### src/rtl/pwm_synth_pkg.sv
// Shared constants and helpers for the PWM synthesiser.
package pwm_synth_pkg;

  // Default configuration of the synthesiser.
  localparam int NUM_VOICES_DEF          = 3;
  localparam int DIV_W_DEF               = 12;
  localparam int VOL_W_DEF               = 4;
  localparam int PWM_W_DEF               = 8;
  localparam int GAIN_SH_DEF             = 2;
  localparam int CROTCHET_W_DEF          = 7;
  localparam int FRAMES_PER_CROTCHET_DEF = 24414;

  // Mixer width that can hold the sum of every voice at full volume.
  localparam int MIX_W     = VOL_W_DEF + $clog2(NUM_VOICES_DEF + 1);
  // Largest sample value, also the counter value on the frame-boundary cycle.
  localparam int FRAME_MAX = (1 << PWM_W_DEF) - 1;

  // Clamp a value to an upper limit.
  function automatic logic [31:0] saturate(input logic [31:0] value,
                                           input logic [31:0] limit);
    return (value > limit) ? limit : value;
  endfunction

endpackage

### src/rtl/pwm_synth_if.sv
// Voice configuration port of the PWM synthesiser.
//
// Handshake: a request transfers on every rising clock edge where
// cfg_valid && cfg_ready. The master holds cfg_voice/cfg_period/cfg_volume
// stable while cfg_valid is high and cfg_ready is low; cfg_ready does not
// depend on cfg_valid.
interface pwm_synth_if #(
  parameter int VOICE_W = 2,
  parameter int DIV_W   = 12,
  parameter int VOL_W   = 4
);
  logic               cfg_valid;
  logic               cfg_ready;
  logic [VOICE_W-1:0] cfg_voice;
  logic [DIV_W-1:0]   cfg_period;
  logic [VOL_W-1:0]   cfg_volume;

  modport master (output cfg_valid, cfg_voice, cfg_period, cfg_volume,
                  input  cfg_ready);
  modport slave  (input  cfg_valid, cfg_voice, cfg_period, cfg_volume,
                  output cfg_ready);
endinterface

### src/rtl/pwm_voice.sv
// One square-wave voice: frame-rate divider plus volume-gated level.
module pwm_voice #(
  parameter int DIV_W = 12,
  parameter int VOL_W = 4
) (
  input  logic             clk,
  input  logic             rst_n,
  input  logic             step_i,
  input  logic             load_i,
  input  logic [DIV_W-1:0] period_i,
  input  logic [VOL_W-1:0] volume_i,
  output logic [VOL_W-1:0] level_o
);
  logic [DIV_W-1:0] period_q, period_d;
  logic [VOL_W-1:0] volume_q, volume_d;
  logic [DIV_W-1:0] cnt_q, cnt_d;
  logic             sq_q, sq_d;

  // Voice step on frame boundaries: reload restarts the wave high, period 0 mutes.
  always_comb begin
    period_d = period_q;
    volume_d = volume_q;
    cnt_d    = cnt_q;
    sq_d     = sq_q;
    if (step_i) begin
      if (load_i) begin
        period_d = period_i;
        volume_d = volume_i;
        cnt_d    = '0;
        sq_d     = 1'b1;
      end else if (period_q == '0) begin
        cnt_d = '0;
        sq_d  = 1'b0;
      end else if (cnt_q == period_q - DIV_W'(1)) begin
        cnt_d = '0;
        sq_d  = ~sq_q;
      end else begin
        cnt_d = cnt_q + DIV_W'(1);
      end
    end
  end

  // Voice state registers.
  always_ff @(posedge clk or negedge rst_n) begin
    if (!rst_n) begin
      period_q <= '0;
      volume_q <= '0;
      cnt_q    <= '0;
      sq_q     <= 1'b0;
    end else begin
      period_q <= period_d;
      volume_q <= volume_d;
      cnt_q    <= cnt_d;
      sq_q     <= sq_d;
    end
  end

  assign level_o = sq_q ? volume_q : '0;

endmodule

### src/rtl/pwm_synth.sv
// Multi-voice PWM audio generator with config holding register and tempo counter.
module pwm_synth
  import pwm_synth_pkg::*;
#(
  parameter int NUM_VOICES          = NUM_VOICES_DEF,
  parameter int DIV_W               = DIV_W_DEF,
  parameter int VOL_W               = VOL_W_DEF,
  parameter int PWM_W               = PWM_W_DEF,
  parameter int GAIN_SH             = GAIN_SH_DEF,
  parameter int CROTCHET_W          = CROTCHET_W_DEF,
  parameter int FRAMES_PER_CROTCHET = FRAMES_PER_CROTCHET_DEF
) (
  input  logic                  clk,
  input  logic                  rst_n,
  pwm_synth_if.slave            cfg,
  output logic                  pwm,
  output logic [PWM_W-1:0]      sample,
  output logic                  frame_pulse,
  output logic [CROTCHET_W-1:0] crotchet,
  output logic                  crotchet_pulse
);
  localparam int VOICE_W   = (NUM_VOICES > 1) ? $clog2(NUM_VOICES) : 1;
  localparam int MIX_W_P   = VOL_W + $clog2(NUM_VOICES + 1);
  localparam int FRAME_TOP = (1 << PWM_W) - 1;
  localparam int FC_W      = (FRAMES_PER_CROTCHET > 1) ? $clog2(FRAMES_PER_CROTCHET) : 1;

  logic [PWM_W-1:0]      pwm_cnt_q, pwm_cnt_d;
  logic [PWM_W-1:0]      sample_q, sample_d;
  logic                  pwm_q, pwm_d;
  logic                  pend_q, pend_d;
  logic [VOICE_W-1:0]    pend_voice_q, pend_voice_d;
  logic [DIV_W-1:0]      pend_period_q, pend_period_d;
  logic [VOL_W-1:0]      pend_volume_q, pend_volume_d;
  logic [FC_W-1:0]       frame_cnt_q, frame_cnt_d;
  logic [CROTCHET_W-1:0] crotchet_q, crotchet_d;
  logic                  cpulse_q, cpulse_d;
  logic                  boundary;
  logic                  cfg_accept;
  logic [VOL_W-1:0]      level_w [NUM_VOICES];
  logic [MIX_W_P-1:0]    mix;

  assign boundary    = (pwm_cnt_q == PWM_W'(FRAME_TOP));
  assign cfg_accept  = cfg.cfg_valid && !pend_q;
  assign cfg.cfg_ready = !pend_q;

  // Holding register: drains on a boundary, refills on a transfer (never both at once).
  always_comb begin
    pend_d        = pend_q;
    pend_voice_d  = pend_voice_q;
    pend_period_d = pend_period_q;
    pend_volume_d = pend_volume_q;
    if (boundary) pend_d = 1'b0;
    if (cfg_accept) begin
      pend_d        = 1'b1;
      pend_voice_d  = cfg.cfg_voice;
      pend_period_d = cfg.cfg_period;
      pend_volume_d = cfg.cfg_volume;
    end
  end

  // Voice bank; an out-of-range voice index matches no voice and is dropped.
  for (genvar v = 0; v < NUM_VOICES; v++) begin : g_voice
    pwm_voice #(.DIV_W(DIV_W), .VOL_W(VOL_W)) u_voice (
      .clk      (clk),
      .rst_n    (rst_n),
      .step_i   (boundary),
      .load_i   (pend_q && (pend_voice_q == VOICE_W'(v))),
      .period_i (pend_period_q),
      .volume_i (pend_volume_q),
      .level_o  (level_w[v])
    );
  end

  // Full-width sum of voice levels (uses pre-step voice state).
  always_comb begin
    mix = '0;
    for (int v = 0; v < NUM_VOICES; v++) mix = mix + MIX_W_P'(level_w[v]);
  end

  // Frame counter, saturated sample capture and registered PWM comparator.
  always_comb begin
    pwm_cnt_d = pwm_cnt_q + PWM_W'(1);
    sample_d  = sample_q;
    if (boundary) sample_d = PWM_W'(saturate(32'(mix) << GAIN_SH, 32'(FRAME_TOP)));
    pwm_d = (pwm_cnt_q < sample_q);
  end

  // Tempo: count boundaries, bump the beat index at the terminal frame.
  always_comb begin
    frame_cnt_d = frame_cnt_q;
    crotchet_d  = crotchet_q;
    cpulse_d    = 1'b0;
    if (boundary) begin
      if (frame_cnt_q == FC_W'(FRAMES_PER_CROTCHET - 1)) begin
        frame_cnt_d = '0;
        crotchet_d  = crotchet_q + CROTCHET_W'(1);
        cpulse_d    = 1'b1;
      end else begin
        frame_cnt_d = frame_cnt_q + FC_W'(1);
      end
    end
  end

  // All top-level state registers.
  always_ff @(posedge clk or negedge rst_n) begin
    if (!rst_n) begin
      pwm_cnt_q     <= '0;
      sample_q      <= '0;
      pwm_q         <= 1'b0;
      pend_q        <= 1'b0;
      pend_voice_q  <= '0;
      pend_period_q <= '0;
      pend_volume_q <= '0;
      frame_cnt_q   <= '0;
      crotchet_q    <= '0;
      cpulse_q      <= 1'b0;
    end else begin
      pwm_cnt_q     <= pwm_cnt_d;
      sample_q      <= sample_d;
      pwm_q         <= pwm_d;
      pend_q        <= pend_d;
      pend_voice_q  <= pend_voice_d;
      pend_period_q <= pend_period_d;
      pend_volume_q <= pend_volume_d;
      frame_cnt_q   <= frame_cnt_d;
      crotchet_q    <= crotchet_d;
      cpulse_q      <= cpulse_d;
    end
  end

  assign pwm            = pwm_q;
  assign sample         = sample_q;
  assign frame_pulse    = boundary;
  assign crotchet       = crotchet_q;
  assign crotchet_pulse = cpulse_q;

endmodule

### src/flat_wrapper.sv
// flat-port wrapper written by rule: the top's interface ports become plain ports
module pwm_synth_flat import pwm_synth_pkg::*;
#(
  parameter int NUM_VOICES          = NUM_VOICES_DEF,
  parameter int DIV_W               = DIV_W_DEF,
  parameter int VOL_W               = VOL_W_DEF,
  parameter int PWM_W               = PWM_W_DEF,
  parameter int GAIN_SH             = GAIN_SH_DEF,
  parameter int CROTCHET_W          = CROTCHET_W_DEF,
  parameter int FRAMES_PER_CROTCHET = FRAMES_PER_CROTCHET_DEF
)
  (clk, rst_n, pwm, sample, frame_pulse, crotchet, crotchet_pulse, cfg_cfg_valid, cfg_cfg_voice, cfg_cfg_period, cfg_cfg_volume, cfg_cfg_ready);
  pwm_synth_if #(.VOICE_W((2)), .DIV_W(DIV_W), .VOL_W(VOL_W)) cfg_i ();
  input  logic clk;
  input  logic rst_n;
  output logic pwm;
  output logic [PWM_W-1:0] sample;
  output logic frame_pulse;
  output logic [CROTCHET_W-1:0] crotchet;
  output logic crotchet_pulse;
  input wire logic [$bits(cfg_i.cfg_valid)-1:0] cfg_cfg_valid;
  input wire logic [$bits(cfg_i.cfg_voice)-1:0] cfg_cfg_voice;
  input wire logic [$bits(cfg_i.cfg_period)-1:0] cfg_cfg_period;
  input wire logic [$bits(cfg_i.cfg_volume)-1:0] cfg_cfg_volume;
  output wire logic [$bits(cfg_i.cfg_ready)-1:0] cfg_cfg_ready;
  assign cfg_i.cfg_valid = cfg_cfg_valid;
  assign cfg_i.cfg_voice = cfg_cfg_voice;
  assign cfg_i.cfg_period = cfg_cfg_period;
  assign cfg_i.cfg_volume = cfg_cfg_volume;
  assign cfg_cfg_ready = cfg_i.cfg_ready;
  pwm_synth #(.NUM_VOICES(NUM_VOICES), .DIV_W(DIV_W), .VOL_W(VOL_W), .PWM_W(PWM_W), .GAIN_SH(GAIN_SH), .CROTCHET_W(CROTCHET_W), .FRAMES_PER_CROTCHET(FRAMES_PER_CROTCHET)) u_core (.clk(clk), .rst_n(rst_n), .cfg(cfg_i), .pwm(pwm), .sample(sample), .frame_pulse(frame_pulse), .crotchet(crotchet), .crotchet_pulse(crotchet_pulse));
endmodule
### config.mk
export PLATFORM = sky130hd
export DESIGN_NAME = pwm_synth_flat
export DESIGN_NICKNAME = d
export VERILOG_FILES = /design/src/rtl/pwm_synth_pkg.sv /design/src/rtl/pwm_synth_if.sv /design/src/rtl/pwm_voice.sv /design/src/rtl/pwm_synth.sv /design/src/flat_wrapper.sv
export SDC_FILE = /design/constraint.sdc
export NUM_CORES = 1
export LEC_CHECK = 0
export CAP_MARGIN = 20
export CORE_MARGIN = 3
export CORE_UTILIZATION = 45
export DETAILED_ROUTE_END_ITERATION = 6
export PLACE_DENSITY = 0.74
export SLEW_MARGIN = 30
export SYNTH_ARGS = -nofsm -noshare
export SYNTH_HDL_FRONTEND = slang
export SYNTH_HIERARCHICAL = 1
export SYNTH_SLANG_ARGS = --single-unit
### constraint.sdc
create_clock -name clk -period 2.5 [get_ports clk]
set_input_delay 0.25 -clock clk [delete_from_list [all_inputs] [get_ports clk]]
set_output_delay 0.25 -clock clk [all_outputs]
set_load 0.02 [all_outputs]
==> flow_summary_export.csv <==
group,metric,value,unit
timing,rsz0062_at_grt,"yes",
detailed_routing,firstDrtPassIters,5,
critical_path,cp_num_buf_inv,1,
cells_and_area,diodes,0,
floorplanning,fp.dieW,141,um
placement,gp_congestion,0.923,
global_route,grt_first_pass_wirelength,29.4,mm
logic_synthesis,post_synth.cell_area_avg,10.6,sq um
critical_path,crit_arrival,2.73,ns
timing,worst_pin_slew,0.642,ns
timing,period_needed,2.45,ns
logic_synthesis,ys_top_cells_by_area,"dfrtp_1 (44%), mux2_2 (10%), xnor2_1 (3.8%)",
critical_path,r2r_end,"u_core/g_voice[2].u_voice/sq_q$_DFFE_PN0P_",
timing,hold_ws,0.366,ns
clock_tree,cts-htree-levels,4,
power,totalPowerFinal,5280,uW
power,p_per_area,545,nW/um^2
critical_path,path_max_fanout,5,
power,leakage,0.00425,uW
logic_synthesis,synth_cell_types,61,
logic_synthesis,synth_area_leader_cell,"dfrtp_1",
detailed_routing,drc,0,
critical_path,crit_path_end_kind,"flop",
critical_path,rr_worst_depth,8,
critical_path,r2r_start,"u_core/g_voice[2].u_voice/period_q[1]$_DFFE_PN0P_",
min_path,min_path_type,"in -> async",
logic_synthesis,async_flop_share,1.00,
timing,slew_headroom,0.568,
clock_tree,cts_max_path_buffers,2,
critical_path,slowest_delay,0.50,ns
critical_path,rrSetupSlack,0.05,ns
global_route,grt_pass1_vias,5862,
logic_synthesis,synth_top_area_frac,0.438,
status,status,"finished, final reports clean",
placement,port_buffers,37,
critical_path,critPathLaunchType,"flop",
logic_synthesis,synthesis.area,8230,sq um
detailed_routing,avgRoutedWirePerCell,16.3,um
flow_run,drv_cap,0,
power,irDropWorstVdd,0.462,mV
detailed_routing,viasPerCell,5.68,
clock_tree,cts_tree,"built",
critical_path,path_delay_family,"compound AO/OA/AOI/OAI gates",
critical_path,worstPathCellList,"inv_1, ha_1, or3b_2, a2111oi_4, nand4_1, a221o_2, a21boi_2, o221ai_1",
logic_synthesis,synth_seq_cells,144,
floorplanning,coreArea,17600,sq um
logic_synthesis,yosysSeqAreaShare,0.438,
global_route,grt_max_degree,60,
timing,setup_viol,0,
placement,hpwl,12.3,mm
global_route,grt_usage,0.183,
timing,hold_viol_final,0,
critical_path,required,2.78,ns
placement,place_area,8970,sq um
floorplanning,num_rows,48,
clock_tree,cts_sinks,144,
critical_path,crit_type,"reg -> reg",
floorplanning,dieArea,20000,sq um
floorplanning,die_y,141,um
timing,period_share,0.979,
timing,drv_slew,0,
clock_tree,cts_buffers,17,
cells_and_area,drive_gt1_frac,0.220,
logic_synthesis,synth_warnings,6,
logic_synthesis,ys.flop_type,"dfrtp_1",
detailed_routing,wl,17.6,mm
global_route,overflow,0,
logic_synthesis,synth_cells,780,
logic_synthesis,synth_edf_count,0,
detailed_routing,num_vias,6135,
critical_path,cpMaxStageDelayCell,"or3b_2",
clock_tree,cts_root_buf,"clkbuf_16",
clock_tree,clkSlewWorstSetupHoldPaths,0.06,ns
cells_and_area,nets,887,
floorplanning,initial_core_util,0.468,
detailed_routing,drt_iter0_drc,355,
cells_and_area,area_growth,17.7,%
global_route,antenna_found_initial,0,
cells_and_area,fin_area,9690,sq um
timing,fin_skew,0.00665,ns
clock_tree,clk_latency,0.43,ns
floorplanning,boundaryPins,40,
timing,fmax,409,MHz
detailed_routing,postRouteAntennaNets,0,
-- flip-flops by register name (all words and copies together), names as in the netlist, 3 cells and up --
name	count
u_core/crotchet	7
u_core/sample	6
u_core/g_voice.u_voice/sq_q	3
u_core/pwm_cnt_q	8
u_core/g_voice.u_voice/period_q	36
u_core/g_voice.u_voice/volume_q	12
u_core/pend_volume_q	4
u_core/frame_cnt_q	15
u_core/g_voice.u_voice/cnt_q	36
u_core/pend_period_q	12
-- per-layer routing --
layer / up-vias / GRT usage / wire (um)
met3: 25 / 0.0418 / 677
met4: 0 / 0.0653 / 308
met2: 134 / 0.291 / 8390
met1: 3035 / 0.248 / 8240
li1: 2941 / - / -
met5: - / 0 / 0
-- through the flow --
stage	util	TNS [ns]	std cells	worst slack (ns)
final	0.551	0	1081	0.0533
after global routing	0.551	-0.0311	1081	-0.0184
after CTS	0.544	0	1073	0.0193
after detailed placement	0.510	0	1040	0.0377
after global placement	0.510	0	1040	0.102
after floorplan	-	0	781	0.00758
-- where the power goes --
group / switching (uW) / leakage (uW) / internal (uW) / total, uW
sequential: 162 / 0.00195 / 2450 / 2610
clock: 964 / 0.000274 / 1460 / 2430
combinational: 109 / 0.00204 / 135 / 243
-- synth_stat cells (20+ instances only) --
master and count:
mux2_2 73, nand2_1 45, nor2_1 42, inv_1 48, nand4_1 26, nor3_1 20
o21ai_0 20, xnor2_1 36, dfrtp_1 144, nand3_1 29, a21oi_1 34, xor2_1 33
clkbuf_1 22
-- worst register-to-register path: stages (launching register included) --
cell       delay (ns)
dfrtp_1          0.42
inv_1            0.07
ha_1             0.18
or3b_2           0.50
a2111oi_4        0.32
nand4_1          0.13
a221o_2          0.39
a21boi_2         0.15
o221ai_1         0.13
-- worst max-delay path by stage --
stage | startpoint | to | slack (ns) | cells past startpoint
after floorplan | u_core/pwm_cnt_q[0]$_DFF_PN0_ | u_core/g_voice[0].u_voice/period_q[0]$_DFFE_PN0P_ | 0.008 | 9
after global placement | u_core/g_voice[1].u_voice/period_q[0]$_DFFE_PN0P_ | u_core/g_voice[1].u_voice/sq_q$_DFFE_PN0P_ | 0.10 | 8
after detailed placement | u_core/g_voice[1].u_voice/period_q[0]$_DFFE_PN0P_ | u_core/g_voice[1].u_voice/sq_q$_DFFE_PN0P_ | 0.04 | 8
after CTS | u_core/g_voice[0].u_voice/period_q[4]$_DFFE_PN0P_ | u_core/g_voice[0].u_voice/sq_q$_DFFE_PN0P_ | 0.02 | 7
after global routing | u_core/g_voice[2].u_voice/period_q[1]$_DFFE_PN0P_ | u_core/g_voice[2].u_voice/sq_q$_DFFE_PN0P_ | -0.02 | 8
final | u_core/g_voice[2].u_voice/period_q[1]$_DFFE_PN0P_ | u_core/g_voice[2].u_voice/sq_q$_DFFE_PN0P_ | 0.05 | 8
-- layout make-up --
cell class	count	area [sq um]
Clock buffer	22	484
Sequential cell	144	3610
Inverter	48	185
Fill cell	1483	7900
Multi-Input combinational cell	559	4380
Clock inverter	10	85.1
Timing Repair Buffer	73	668
Tap cell	225	282
-- cell usage in the layout, fill, tap and decap left out, types with 7 or more instances in the layout --
| master | n |
|---|---|
| nand2_1 | 45 |
| a21oi_1 | 34 |
| nor3_1 | 19 |
| nand3_1 | 28 |
| and2_1 | 17 |
| ha_1 | 16 |
| clkdlybuf4s50_1 | 35 |
| xnor2_1 | 36 |
| o31ai_1 | 7 |
| buf_4 | 33 |
| o211ai_1 | 7 |
| xor2_1 | 33 |
| dfrtp_1 | 139 |
| mux2_2 | 73 |
| inv_1 | 47 |
| o22ai_1 | 12 |
| clkbuf_16 | 17 |
| nor4_1 | 7 |
| nor3b_1 | 7 |
| nor2_1 | 42 |
| o21ai_0 | 20 |
| nand4_1 | 26 |
| nor2b_1 | 10 |
-- cell families after synthesis --
kind of cell | count (synthesis) | share of synthesized area
xor+xnor | 72 | 0.0834
flops | 144 | 0.438
simple gates | 252 | 0.182
compound gates | 132 | 0.111
mux | 78 | 0.106
other cells | 1 | 0.000455
fa+ha+maj | 23 | 0.0395
buf+inv | 78 | 0.0406
-- timing repair --
item                                    CTS  global route
setup buffers                             0             8
hold buffers                              1             0
pin swaps                                 0            11
endpoints found under the setup margin   12            26
hold endpoints to repair                 57             0
cloned                                    0             0
gates resized for setup                   6            15
(Power assumes the default switching activity.)
